--- src/rtl/reg_dump_pkg.sv ---
// Shared types and constants for the register dump reader.
// Also holds the register names used by the bank and display logic.
package reg_dump_pkg;

  localparam int REG_IDX_W  = 5;
  localparam int REG_DATA_W = 32;

  localparam logic [REG_IDX_W-1:0] V0  = 5'd2;
  localparam logic [REG_IDX_W-1:0] A0  = 5'd4;
  localparam logic [REG_IDX_W-1:0] SPR = 5'd29;

  typedef enum logic [2:0] {
    IDLE,
    SETTLE,
    SEND,
    DONE,
    GAP
  } state_e;

endpackage

--- src/rtl/reg_dump_reader_if.sv ---
// Pair stream (index, value) with valid/ready handshake.
// master: oValid/oIndex/oData out, iReady in; slave is the mirror.
interface reg_dump_reader_if;
  import reg_dump_pkg::*;

  logic                  oValid;
  logic                  iReady;
  logic [REG_IDX_W-1:0]  oIndex;
  logic [REG_DATA_W-1:0] oData;

  modport master (
    output oValid,
    output oIndex,
    output oData,
    input  iReady
  );

  modport slave (
    input  oValid,
    input  oIndex,
    input  oData,
    output iReady
  );

endinterface

--- src/rtl/reg_dump_reader.sv ---
// Walks the register bank aux read port FIRST_REG..LAST_REG and streams
// (index, value) pairs on `pair`.
// Ports: iCLK, iCLR (sync, active high), iStart, iAuto, oRegSelect,
// iRegData, pair (master), oBusy, oDone.
// Option: REG_DUMP_SKIP_ZERO_EN drops pairs whose value is zero.
module reg_dump_reader
  import reg_dump_pkg::*;
#(
  parameter int FIRST_REG = 0,
  parameter int LAST_REG  = 31,
  parameter int AUTO_GAP  = 1024
) (
  input  logic                  iCLK,
  input  logic                  iCLR,
  input  logic                  iStart,
  input  logic                  iAuto,
  output logic [REG_IDX_W-1:0]  oRegSelect,
  input  logic [REG_DATA_W-1:0] iRegData,
  reg_dump_reader_if.master     pair,
  output logic                  oBusy,
  output logic                  oDone
);

  localparam logic [REG_IDX_W-1:0] FIRST_IDX = REG_IDX_W'(FIRST_REG);
  localparam logic [REG_IDX_W-1:0] LAST_IDX  = REG_IDX_W'(LAST_REG);
  localparam logic [15:0]          GAP_INIT  = 16'(AUTO_GAP);

  state_e                state_q, state_n;
  logic [REG_IDX_W-1:0]  idx_q, idx_n;
  logic                  valid_q, valid_n;
  logic [REG_IDX_W-1:0]  oidx_q, oidx_n;
  logic [REG_DATA_W-1:0] data_q, data_n;
  logic [15:0]           gap_q, gap_n;
  logic                  skip;

`ifdef REG_DUMP_SKIP_ZERO_EN
  assign skip = (iRegData == '0);
`else
  assign skip = 1'b0;
`endif

  always_ff @(posedge iCLK) begin
    if (iCLR) begin
      state_q <= IDLE;
      idx_q   <= FIRST_IDX;
      valid_q <= 1'b0;
      oidx_q  <= '0;
      data_q  <= '0;
      gap_q   <= '0;
    end else begin
      state_q <= state_n;
      idx_q   <= idx_n;
      valid_q <= valid_n;
      oidx_q  <= oidx_n;
      data_q  <= data_n;
      gap_q   <= gap_n;
    end
  end

  always_comb begin
    state_n = state_q;
    idx_n   = idx_q;
    valid_n = valid_q;
    oidx_n  = oidx_q;
    data_n  = data_q;
    gap_n   = gap_q;
    unique case (state_q)
      IDLE: begin
        if (iStart || iAuto) begin
          state_n = SETTLE;
          idx_n   = FIRST_IDX;
        end
      end
      SETTLE: begin
        // select has had a full cycle through the bank mux: capture now
        if (skip) begin
          if (idx_q == LAST_IDX) state_n = DONE;
          else idx_n = idx_q + 1'b1;
        end else begin
          data_n  = iRegData;
          oidx_n  = idx_q;
          valid_n = 1'b1;
          state_n = SEND;
        end
      end
      SEND: begin
        if (pair.iReady) begin
          valid_n = 1'b0;
          if (idx_q == LAST_IDX) begin
            state_n = DONE;
          end else begin
            idx_n   = idx_q + 1'b1;
            state_n = SETTLE;
          end
        end
      end
      DONE: begin
        if (iAuto) begin
          state_n = GAP;
          gap_n   = GAP_INIT;
        end else begin
          state_n = IDLE;
        end
      end
      GAP: begin
        gap_n = gap_q - 1'b1;
        if (!iAuto) begin
          state_n = IDLE;
          gap_n   = '0;
        end else if (gap_q == 16'd1) begin
          state_n = SETTLE;
          idx_n   = FIRST_IDX;
        end
      end
      default: begin
        state_n = IDLE;
      end
    endcase
  end

  assign oRegSelect  = idx_q;
  assign pair.oValid = valid_q;
  assign pair.oIndex = oidx_q;
  assign pair.oData  = data_q;
  assign oBusy = (state_q == SETTLE) ||
                 (state_q == SEND) ||
                 (state_q == DONE);
  assign oDone = (state_q == DONE);

endmodule

--- src/flat_wrapper.sv ---
// flat-port wrapper written by rule: the top's interface ports become plain ports
module reg_dump_reader_flat import reg_dump_pkg::*;
#(
  parameter int FIRST_REG = 0,
  parameter int LAST_REG  = 31,
  parameter int AUTO_GAP  = 1024
)
  (iCLK, iCLR, iStart, iAuto, oRegSelect, iRegData, oBusy, oDone, pair_oValid, pair_oIndex, pair_oData, pair_iReady);
  reg_dump_reader_if pair_i ();
  input  logic iCLK;
  input  logic iCLR;
  input  logic iStart;
  input  logic iAuto;
  output logic [REG_IDX_W-1:0] oRegSelect;
  input  logic [REG_DATA_W-1:0] iRegData;
  output logic oBusy;
  output logic oDone;
  output wire logic [$bits(pair_i.oValid)-1:0] pair_oValid;
  output wire logic [$bits(pair_i.oIndex)-1:0] pair_oIndex;
  output wire logic [$bits(pair_i.oData)-1:0] pair_oData;
  input wire logic [$bits(pair_i.iReady)-1:0] pair_iReady;
  assign pair_oValid = pair_i.oValid;
  assign pair_oIndex = pair_i.oIndex;
  assign pair_oData = pair_i.oData;
  assign pair_i.iReady = pair_iReady;
  reg_dump_reader #(.FIRST_REG(FIRST_REG), .LAST_REG(LAST_REG), .AUTO_GAP(AUTO_GAP)) u_core (.iCLK(iCLK), .iCLR(iCLR), .iStart(iStart), .iAuto(iAuto), .oRegSelect(oRegSelect), .iRegData(iRegData), .pair(pair_i), .oBusy(oBusy), .oDone(oDone));
endmodule
--- config.mk ---
export PLATFORM = sky130hd
export DESIGN_NAME = reg_dump_reader_flat
export DESIGN_NICKNAME = d
export VERILOG_FILES = /design/src/rtl/reg_dump_pkg.sv /design/src/rtl/reg_dump_reader_if.sv /design/src/rtl/reg_dump_reader.sv /design/src/flat_wrapper.sv
export SDC_FILE = /design/constraint.sdc
export NUM_CORES = 1
export LEC_CHECK = 0
export CORE_MARGIN = 2
export CORE_UTILIZATION = 42
export CTS_BUF_LIST = sky130_fd_sc_hd__clkbuf_16
export DETAILED_ROUTE_END_ITERATION = 12
export GPL_TIMING_DRIVEN = 0
export PLACE_DENSITY_LB_ADDON = 0.12
export SLEW_MARGIN = 20
export SYNTH_ARGS = -nofsm -noshare
export SYNTH_HDL_FRONTEND = slang
export SYNTH_SLANG_ARGS = --single-unit
--- constraint.sdc ---
create_clock -name iCLK -period 1.82 [get_ports iCLK]
set_clock_uncertainty 0.1 [all_clocks]
set_input_delay 0.364 -clock iCLK [delete_from_list [all_inputs] [get_ports iCLK]]
set_output_delay 0.364 -clock iCLK [all_outputs]
set_load 0.005 [all_outputs]
==> run metrics, run 1 <==
status=complete, but fails checks; failing checks=setup timing; Pwr Total=3.62 mW; Cells after DPL=497; Required @ worst endpoint=~1.9 ns; R2R setup slack=-0.20 ns; first-pass GRT wire length=12500 microns; max incr delay on CP=0.35 ns; Core ar.=6280 sq um; wire length per cell=14.6 microns; Worst-Skew Late Latency=0.32 ns; Die Span Y=~84 microns; vias per inst=5.25; largest net degree at the start of global routing=12; # diodes=0; number of synthesized flops with an enable pin=0; RSZ-0062 raised after global routing=yes; HPWL after DPL=4930 microns; Buffers on Ports=81; post-synth net total=380; Slew HR=0.628; worst reg2reg startpoint=u_core.oRegSelect[0]$_SDFFE_PP0P_; final setup vio count=7; TritonCTS clock tree=built; period utilisation layout=1.11; DRC=0; Synth area leaders=dfxtp_1, nand2_1, a21oi_1; cells after synthesis=339; Yosys warnings=0; Avg Cell Area, Syn=7.93 sq um; CP arrival=2.14 ns; CTS max path bufs=2; share of layout cells above drive strength 1=0.198; Final ANT Viol Nets=0; Worst Setup Start Kind=flop; Netlist cell types=44; initial antenna violation count=0; 1st-iter DRT viols=roughly 180; pwr/cell area=849 nW/um^2; Root Driver=clkbuf_16; fin util=0.680; area share of the largest cell type after synthesis=0.462; fmax=496 MHz; Reg2Reg Depth=9; Detailed Routing Iterations Pass 1=4; Hold Crit Class=flop to flop; Worst path slowest cell=dfxtp_4; P_leak=1.57 nW; gpl congestion=0.794; max-slew violation count=0; Worst-path clk slew=0.05 ns; Final #Nets=490; CP cell instances=ha_4 > and3_4 > ha_4 > nand4bb_4 > buf_4 > buf_4 > a31oi_1 > mux2i_1 > o32ai_1; mux cell area share after synthesis=0.0186; Tightest Pin Transition=0.557 ns; largest family of logic cells by synthesized area=simple AND/OR/NAND/NOR gates; HP Start=u_core.pair.oData[18]$_SDFFE_PP0P_; clk sinks=62; setup TNS=-0.799 ns; H-tree level count=3; ys flop type=dfxtp_1; most common cell after layout, fill and taps aside=nand2_1; IR drop worst, VDD=0.598 mV; most frequent cells in the layout=nand2_1, clkdlybuf4s50_1, dfxtp_1, a21oi_1, buf_4; Seq/Total Area, Yosys=0.462; post-synth top area cell=dfxtp_1; grt ovf=0; area delta synth->final=58.8%; gr usage total=0.218; I/O Pins=82; post-synthesis compound-gate area fraction=0.176; Adder-Cell Fraction of Synth Area=0.0186; Yosys reg bits=62; Core Rows=29; CP Max Fanout=2; CP Capture Type=flop; Post-Syn Area=2690 sq um; Via Count=~2800; number of global-route vias before repair=between 2000 and 3000; end of the worst register-to-register path=u_core.oRegSelect[3]$_SDFFE_PP0P_; Worst Hold End=u_core.pair.oData[18]$_SDFFE_PP0P_; crit path time final=approximately 2 ns; Synth Area in XOR/XNOR=0; Final Non-Filler Cells=531; Routed WL=between 7000 and 8000 microns; post-synthesis simple-gate area fraction=0.284; CTS buffer count=9; Die W=84.0 microns; Initial Utilization=0.428; ys async rst share=0; final hold viol count=0; max_cap viols=0; Worst Setup Path Type=flop to flop; setup slack after layout=-0.197 ns; die area=7060 sq um; Hold Path Cell Cnt=2
[stage by stage]
step / area [sq um] / setup WS, ns / hold WS [ns]
finish: 4270 / -0.197 / 0.353
global route: 4270 / -0.237 / 0.372
CTS: 4120 / -0.150 / 0.354
detailed placement: 3630 / -0.601 / 0.346
global placement: 3630 / -0.637 / 0.341
floorplan: 2730 / -0.0881 / 0.353
[synth_stat cells (all sizes together) (3+ instances only)]
cell type	n
a211oi	4
a21oi	57
a31oi	6
buf	3
clkbuf	18
dfxtp	62
ha	4
inv	7
mux2i	5
nand2	89
nand2b	3
nand3	9
nor2	17
nor3	3
nor3b	5
nor4	3
o21ai	10
or4	8
[report_power, final]
part	internal (mW)	switching [mW]	total, mW
sequential	1.41	0.0311	1.45
combinational	0.277	0.236	0.512
clock	1.05	0.614	1.66
total	2.74	0.880	3.62
[area by class of cell]
cell class	count	area, sq um
plain buffers	20	130
clock buffers	9	225
clock inverters	7	66.3
fillers	537	2010
inverters	8	30.0
multi-input cells	248	1510
flip-flops and latches	62	1260
well taps	77	96.3
repair buffers	100	950
[layer usage]
metal,global-route usage,vias to the layer above,part of all wire
li1,-,1400,-
met1,0.280,1301,0.44
met2,0.345,72,0.48
met3,0.0722,13,0.059
met4,0.0748,0,0.017
met5,0,-,0
[worst max-delay path: cells and delay by family, from the launching register on]
family / cells / cell delay, ns
AOI/OAI and AO/OA: 2 / 0.41
adders and majority gates: 2 / 0.30
buffers and inverters: 2 / 0.27
DFF: 1 / 0.35
muxes: 1 / 0.09
and+or+nand+nor: 2 / 0.41
[sequential cells by signal, indices dropped and copies added (netlist names)]
| register | count |
|---|---|
| u_core.pair.oIndex | 5 |
| u_core.gap_q | 16 |
| u_core.pair.oValid | 1 |
| u_core.state_q | 3 |
| u_core.oRegSelect | 5 |
| u_core.pair.oData | 32 |
[worst max path at each step]
stage / start / end / slack, ns / depth (start not counted)
after floorplan: u_core.oRegSelect[1]$_SDFFE_PP0P_ / u_core.oRegSelect[0]$_SDFFE_PP0P_ / -0.09 / 7
after global placement: iAuto / u_core.gap_q[13]$_SDFFE_PP0P_ / -0.64 / 6
after detailed placement: iAuto / u_core.gap_q[13]$_SDFFE_PP0P_ / -0.60 / 6
after CTS: u_core.oRegSelect[0]$_SDFFE_PP0P_ / u_core.oRegSelect[0]$_SDFFE_PP0P_ / -0.15 / 7
after global routing: u_core.oRegSelect[0]$_SDFFE_PP0P_ / u_core.oRegSelect[0]$_SDFFE_PP0P_ / -0.24 / 7
final: u_core.oRegSelect[0]$_SDFFE_PP0P_ / u_core.oRegSelect[3]$_SDFFE_PP0P_ / -0.20 / 9
[logic make-up (layout without fill, tap and decap cells)]
kind of cell	count (synthesis)	after routing
compound gates	85	85
mux	5	5
flops	62	62
fa+ha+maj	4	4
simple gates	154	154
buf+inv	29	144
[what timing repair did]
action | in CTS | in global routing
hold buffers | 0 | 0
gates resized for setup | 31 | 42
pin swaps | 7 | 7
buffers inserted | 13 | 6
endpoints found under the setup margin | 58 | 46
No activity file was read; power rests on OpenSTA's default activity.
==> run 2, diff against run 1 <==
CELL_PAD_IN_SITES_DETAIL_PLACEMENT = 0   (was default)
CELL_PAD_IN_SITES_GLOBAL_PLACEMENT = 2   (was default)
CORE_UTILIZATION = 23   (was 42)
SKIP_LAST_GASP = 1   (was default)
TNS_END_PERCENT = 1   (was default)
==> run 2 against run 1 <==
The flow still finishes with violations (setup timing). Core utilization decreased by 32 points. Routed wire length increased by 9.6%. Die area increased by 78%. Global-route usage decreased by 8.0 points. First-iteration DRC count decreased by 25%. Combinational power decreased by 5.1%. Register-to-register slack about the same. Critical path depth decreased by 2. Via count decreased by 3.7%. Critical path type unchanged.
==> run metrics, run 2 (same netlist as run 1, synthesis figures left out) <==
CP Max Fanout=4 (+2); Detailed Routing Iterations Pass 1=4 (unchanged); wire length per cell=14.5 microns (-0.70%); max incr delay on CP=0.40 ns (+0.05 ns); Tightest Pin Transition=0.531 ns (-0.0264 ns); Worst path slowest cell=or4_1; Required @ worst endpoint=1.98 ns (+0.04 ns); Worst-path clk slew=0.05 ns (about the same); clk sinks=62 (unchanged); CP delay by family, top=simple AND/OR/NAND/NOR gates; Worst Setup Start Kind=flop; Core Rows=39 (+34%); status=complete, but fails checks; Switch Pwr=881 uW (+0.13%); max_cap viols=0 (unchanged); pwr/cell area=873 nW/um^2 (+2.9%); Routed WL=8480 microns (+9.6%); failing checks=setup timing; most common cell after layout, fill and taps aside=nand2_1; final setup vio count=46 (+39); Final ANT Viol Nets=0 (unchanged); die area=12600 sq um (+78%); sequential share of power=0.403 (+0.004); setup TNS=-3.10 ns (-2.30 ns); share of layout cells above drive strength 1=0.122 (-0.0763); P_leak=1.45 nW (-7.6%); grt ovf=0 (unchanged); Worst-Skew Late Latency=0.33 ns (about the same); TritonCTS clock tree=built; Sw Ratio=0.245 (+0.00232); Final Non-Filler Cells=586 (+10%); Slew HR=0.646 (+0.0176); largest net degree at the start of global routing=11 (-1); Final #Nets=479 (-2.2%); initial antenna violation count=0 (unchanged); DP Area=3700 sq um (+1.8%); Clock power frac=0.462 (+0.003); CP Capture Type=flop; setup slack after layout=-0.190 ns (+0.00665 ns); period utilisation layout=1.10 (-0.00365); WP buf/inv=0 (-2); 1st-iter DRT viols=137 (-25%); H-tree level count=3 (unchanged); Worst Setup Path Type=flop to flop; Die Span Y=112 microns (+33%); gr usage total=0.139 (-0.0798); Final Cell Area=4110 sq um (-3.6%); Core ar.=11400 sq um (+82%); Hold Crit Class=flop to flop; Die W=112 microns (+33%); max-slew violation count=0 (unchanged); Buffers on Ports=81 (unchanged); gpl congestion=0.727 (-8.4%); CTS buffer count=9 (unchanged); Comb pwr share=0.135 (-0.006); Via Count=2683 (-3.7%); first-pass GRT wire length=13800 microns (+10%); crit path time final=2.01 ns (-0.00665 ns); I/O Pins=82 (unchanged); Initial Utilization=0.235 (-0.193); # diodes=0 (unchanged); most frequent cells in the layout=nand2_1, clkdlybuf4s50_1, dfxtp_1, a21oi_1, nor2_1; IR drop worst, VDD=0.368 mV (-38%); Root Driver=clkbuf_16; number of global-route vias before repair=2609 (-0.76%); CTS max path bufs=2 (unchanged); final hold viol count=0 (unchanged); Cells after DPL=563 (+13%); vias per inst=4.58 (-13%); fmax=497 MHz (+0.33%); CP cell instances=ha_4 > and3_4 > ha_2 > nand4bb_1 > a31o_2 > or4_1 > o21ai_1; HPWL after DPL=5950 microns (+21%); max reg flops=32 (unchanged); RSZ-0062 raised after global routing=yes; area delta synth->final=53.1%; hold-fix buffers at CTS=0 (unchanged); CP arrival=2.17 ns (+0.03 ns); DRC=0 (unchanged); Power Internal=2.71 mW (-1.1%)
==> run 2: changes by cell type in the layout (fill, tap and decap cells not counted), sizes merged <==
cell           before  now
inv                 8   10
dlygate4sd2         3    1
buf                23   10
clkbuf             25   27
clkinvlp            0    1
clkdlybuf4s50      78   80
clkinv              6    3
==> run 2: final cells by class <==
cell class / instances / area (sq um)
fill: 1251 / 7300
multi-input combinational: 248 / 1400
sequential: 62 / 1250
timing repair buffer: 88 / 862
clock buffer: 9 / 225
tap: 143 / 179
buffer: 21 / 113
clock inverter: 7 / 58.8
inverter: 8 / 30.0
==> run 2: worst register-to-register path: cells and delay by family, from the launching register on <==
family                   cells  cell delay [ns]
AO/OA/AOI/OAI                2             0.38
AND/OR/NAND/NOR              3             0.78
adder cells (fa/ha/maj)      2             0.33
flip-flops                   1             0.36
==> run 2: through the flow <==
stage	util	total power, mW	setup slack (ns)	hold slack, ns
after floorplan	-	1.68	-0.0925	0.353
after global placement	0.324	1.95	-0.666	0.342
after detailed placement	0.324	1.95	-0.733	0.347
after CTS	0.355	3.66	-0.223	0.355
after global routing	0.360	3.76	-0.278	0.371
final	0.360	3.59	-0.190	0.352
==> run 2: power by group through the flow <==
stage	Sequential (mW)	Combinational (mW)	Clock, mW
2_1_floorplan	1.48	0.200	0
3_3_place_gp	1.48	0.474	0
3_5_place_dp	1.48	0.475	0
4_1_cts	1.45	0.489	1.72
5_1_grt	1.45	0.534	1.77
6_report	1.45	0.486	1.66
==> run 2: path summary, 6_finish.rpt <==
kind	end	from	cells past startpoint	slack, ns
min reg2reg	u_core.pair.oData[14]$_SDFFE_PP0P_	u_core.pair.oData[14]$_SDFFE_PP0P_	2	0.35
max reg2reg	u_core.oRegSelect[0]$_SDFFE_PP0P_	u_core.oRegSelect[1]$_SDFFE_PP0P_	7	-0.19
min	u_core.pair.oData[14]$_SDFFE_PP0P_	u_core.pair.oData[14]$_SDFFE_PP0P_	2	0.35
max	u_core.oRegSelect[0]$_SDFFE_PP0P_	u_core.oRegSelect[1]$_SDFFE_PP0P_	7	-0.19
==> run 2: layer usage <==
metal  routed length [microns]  track usage
met1                      4130        0.183
met3                       368       0.0335
met2                      3840        0.216
met5                         0            0
met4                       134       0.0618
==> run 2: what timing repair did <==
item / CTS / global route
buffers inserted: 3 / 4
gates resized for setup: 17 / 11
pin swaps: 1 / 3
endpoints found under the setup margin: 63 / 61
==> run 3, diff against run 2 <==
CORE_UTILIZATION = 28   (was 23)
clock period = 2.5 ns   (was 1.82 ns; I/O delays follow)
==> run 3 against run 2 <==
The run now ends clean. Sequential share of layout area rose by 0.96 points. Core utilization rose by 6.6 points. Hold slack barely moved. Cell count fell by 3.6%. First-iteration DRC count fell by 42%. Sequential power fell by 28%. Setup slack improved by 0.30 ns. Via count rose by 0.48%. Global-route usage rose by 1.8 points. Register-to-register slack improved by 0.44 ns. Largest power group unchanged. Highest routed layer unchanged.
==> run metrics, run 3 (same netlist as run 1, synthesis figures left out) <==
Sw Ratio=0.251 (+0.00567); Die W=102 microns (-9.0%); P_leak=1.37 nW (-5.9%); CP Capture Type=output pin; 1st-iter DRT viols=80 (-42%); CP Max Fanout=10 (+6); Root Driver=clkbuf_16; Post-Place Setup Slack=-0.0674 ns (+0.666 ns); Buffers on Ports=81 (unchanged); Hold Path Cell Cnt=2 (unchanged); CTS max path bufs=2 (unchanged); Final #Nets=472 (-1.5%); Worst Hold End=u_core.pair.oIndex[3]$_SDFFE_PP0P_; CTS buffer count=9 (unchanged); vias per inst=4.77 (+4.2%); Seq. cell area=1240 sq um (-0.70%); Routed WL=7870 microns (-7.2%); Hold Crit Class=flop to flop; worst hold slack=0.352 ns (+0.0000620 ns); max reg flops=32 (unchanged); H-tree level count=3 (unchanged); clk sinks=62 (unchanged); Die Span Y=102 microns (-9.0%); first-pass GRT wire length=12500 microns (-8.9%); period utilisation layout=0.955; final setup vio count=0 (-100%); Clock power frac=0.475 (+0.013); Comb pwr share=0.126 (-0.009); Multi-input gate area=1340 sq um (-4.4%); R2R setup slack=0.25 ns (+0.44 ns); sequential share of power=0.399 (-0.004); most frequent cells in the layout=nand2_1, clkdlybuf4s50_1, dfxtp_1, a21oi_1; worst reg2reg startpoint=u_core.gap_q[7]$_SDFFE_PP0P_; Cells after DPL=549 (-2.5%); # fillers=976 (-22%); Pwr Total=2.64 mW (-26%); fin util=0.427 (+0.0663); Core ar.=9280 sq um (-19%); gr usage total=0.157 (+0.0184); status=finished clean; Worst Setup SP=u_core.state_q[0]$_SDFFE_PP0P_; I/O Pins=82 (unchanged); Final ANT Viol Nets=0 (unchanged); TritonCTS clock tree=built; max-slew violation count=0 (unchanged); area delta synth->final=47.3%; HPWL after DPL=5600 microns (-5.9%); initial antenna violation count=0 (unchanged); Detailed Routing Iterations Pass 1=7 (+3); Final Cell Area=3960 sq um (-3.7%); Power Internal=1.98 mW (-27%); die area=10400 sq um (-17%); end of the worst register-to-register path=u_core.oRegSelect[3]$_SDFFE_PP0P_; Switch Pwr=663 uW (-25%); IR drop worst, VDD=0.314 mV (-15%); crit path time final=approximately 2.4 ns; Reg2Reg Depth=4 (-3); largest net degree at the start of global routing=13 (+2); Worst-Skew Late Latency=0.33 ns (about the same); hold-fix buffers at CTS=0 (unchanged); DP Area=3660 sq um (-1.1%); Core Rows=35 (-10%); Tightest Pin Transition=0.725 ns (+0.194 ns); HP Start=u_core.pair.oIndex[3]$_SDFFE_PP0P_; CP arrival=1.79 ns (-0.38 ns); Worst Setup Start Kind=flop; Worst-path clk slew=0.06 ns (about the same); Initial Utilization=0.289 (+0.0541); grt ovf=0 (unchanged); wire length per cell=13.9 microns (-3.7%); DRC=0 (unchanged); cts repair resizes=0 (-17); fmax=419 MHz; # diodes=0 (unchanged); number of global-route vias before repair=2534 (-2.9%); final hold viol count=0 (unchanged); pwr/cell area=667 nW/um^2 (-24%); Setup Fix Bufs, Post-CTS=0 (-3); Required @ worst endpoint=1.90 ns (-0.08 ns); Slew HR=0.512 (-0.134); Final Non-Filler Cells=565 (-3.6%); RSZ-0062 raised after global routing=no; setup slack after layout=0.112 ns (+0.302 ns); most common cell after layout, fill and taps aside=nand2_1; max_cap viols=0 (unchanged); share of layout cells above drive strength 1=0.0711 (-0.0508); Via Count=2696 (+0.48%); setup TNS=0 ns (+3.10 ns); gpl congestion=0.759 (+4.3%); Worst Setup Path Type=flop to output pin
## run 3: cell count changes in the layout (fill, tap and decap cells not counted), moves of 2 or more
cell        previous run  this run
nor3b_4                2         0
clkbuf_2               6         1
dfxtp_1               59        62
buf_4                  7         0
dfxtp_4                2         0
clkbuf_8               2         0
inv_1                 10         7
ha_1                   2         4
clkbuf_1               9        17
clkinvlp_4             1         4
## run 3: routing by layer
metal,global-route usage,up-vias,wire (microns)
li1,-,1371,-
met1,0.199,1253,3600
met2,0.246,62,3700
met3,0.0438,10,423
met4,0.0769,0,144
met5,0,-,0
## run 3: power groups by stage
| stage | clock (mW) | combinational, mW | sequential [mW] |
|---|---|---|---|
| 3_5_place_dp | 0 | 0.339 | 1.08 |
| 4_1_cts | 1.29 | 0.340 | 1.05 |
| 6_report | 1.25 | 0.333 | 1.05 |
| 5_1_grt | 1.33 | 0.374 | 1.06 |
| 2_1_floorplan | 0 | 0.144 | 1.08 |
| 3_3_place_gp | 0 | 0.338 | 1.08 |
## run 3: layout make-up
cell class	instances	area share
buffer	21	0.0209
clock buffer	9	0.0569
clock inverter	7	0.0186
inverter	8	0.00758
multi-input combinational	248	0.337
sequential	62	0.313
tap	129	0.0408
timing repair buffer	81	0.205
## run 3: worst max-delay path by stage
stage / endpoint / slack, ns
after floorplan: u_core.oRegSelect[3]$_SDFFE_PP0P_ / 0.51
after global placement: u_core.gap_q[13]$_SDFFE_PP0P_ / -0.11
after detailed placement: u_core.gap_q[13]$_SDFFE_PP0P_ / -0.07
after CTS: oDone / 0.07
after global routing: u_core.pair.oData[30]$_SDFFE_PP0P_ / 0.01
final: oDone / 0.11
## run 3: worst max-delay path, cell delays in order, from the launching register on
cell	delay, ns
dfxtp_1	0.32
clkbuf_1	0.32
and3b_1	0.30
clkdlybuf4s50_1	0.52
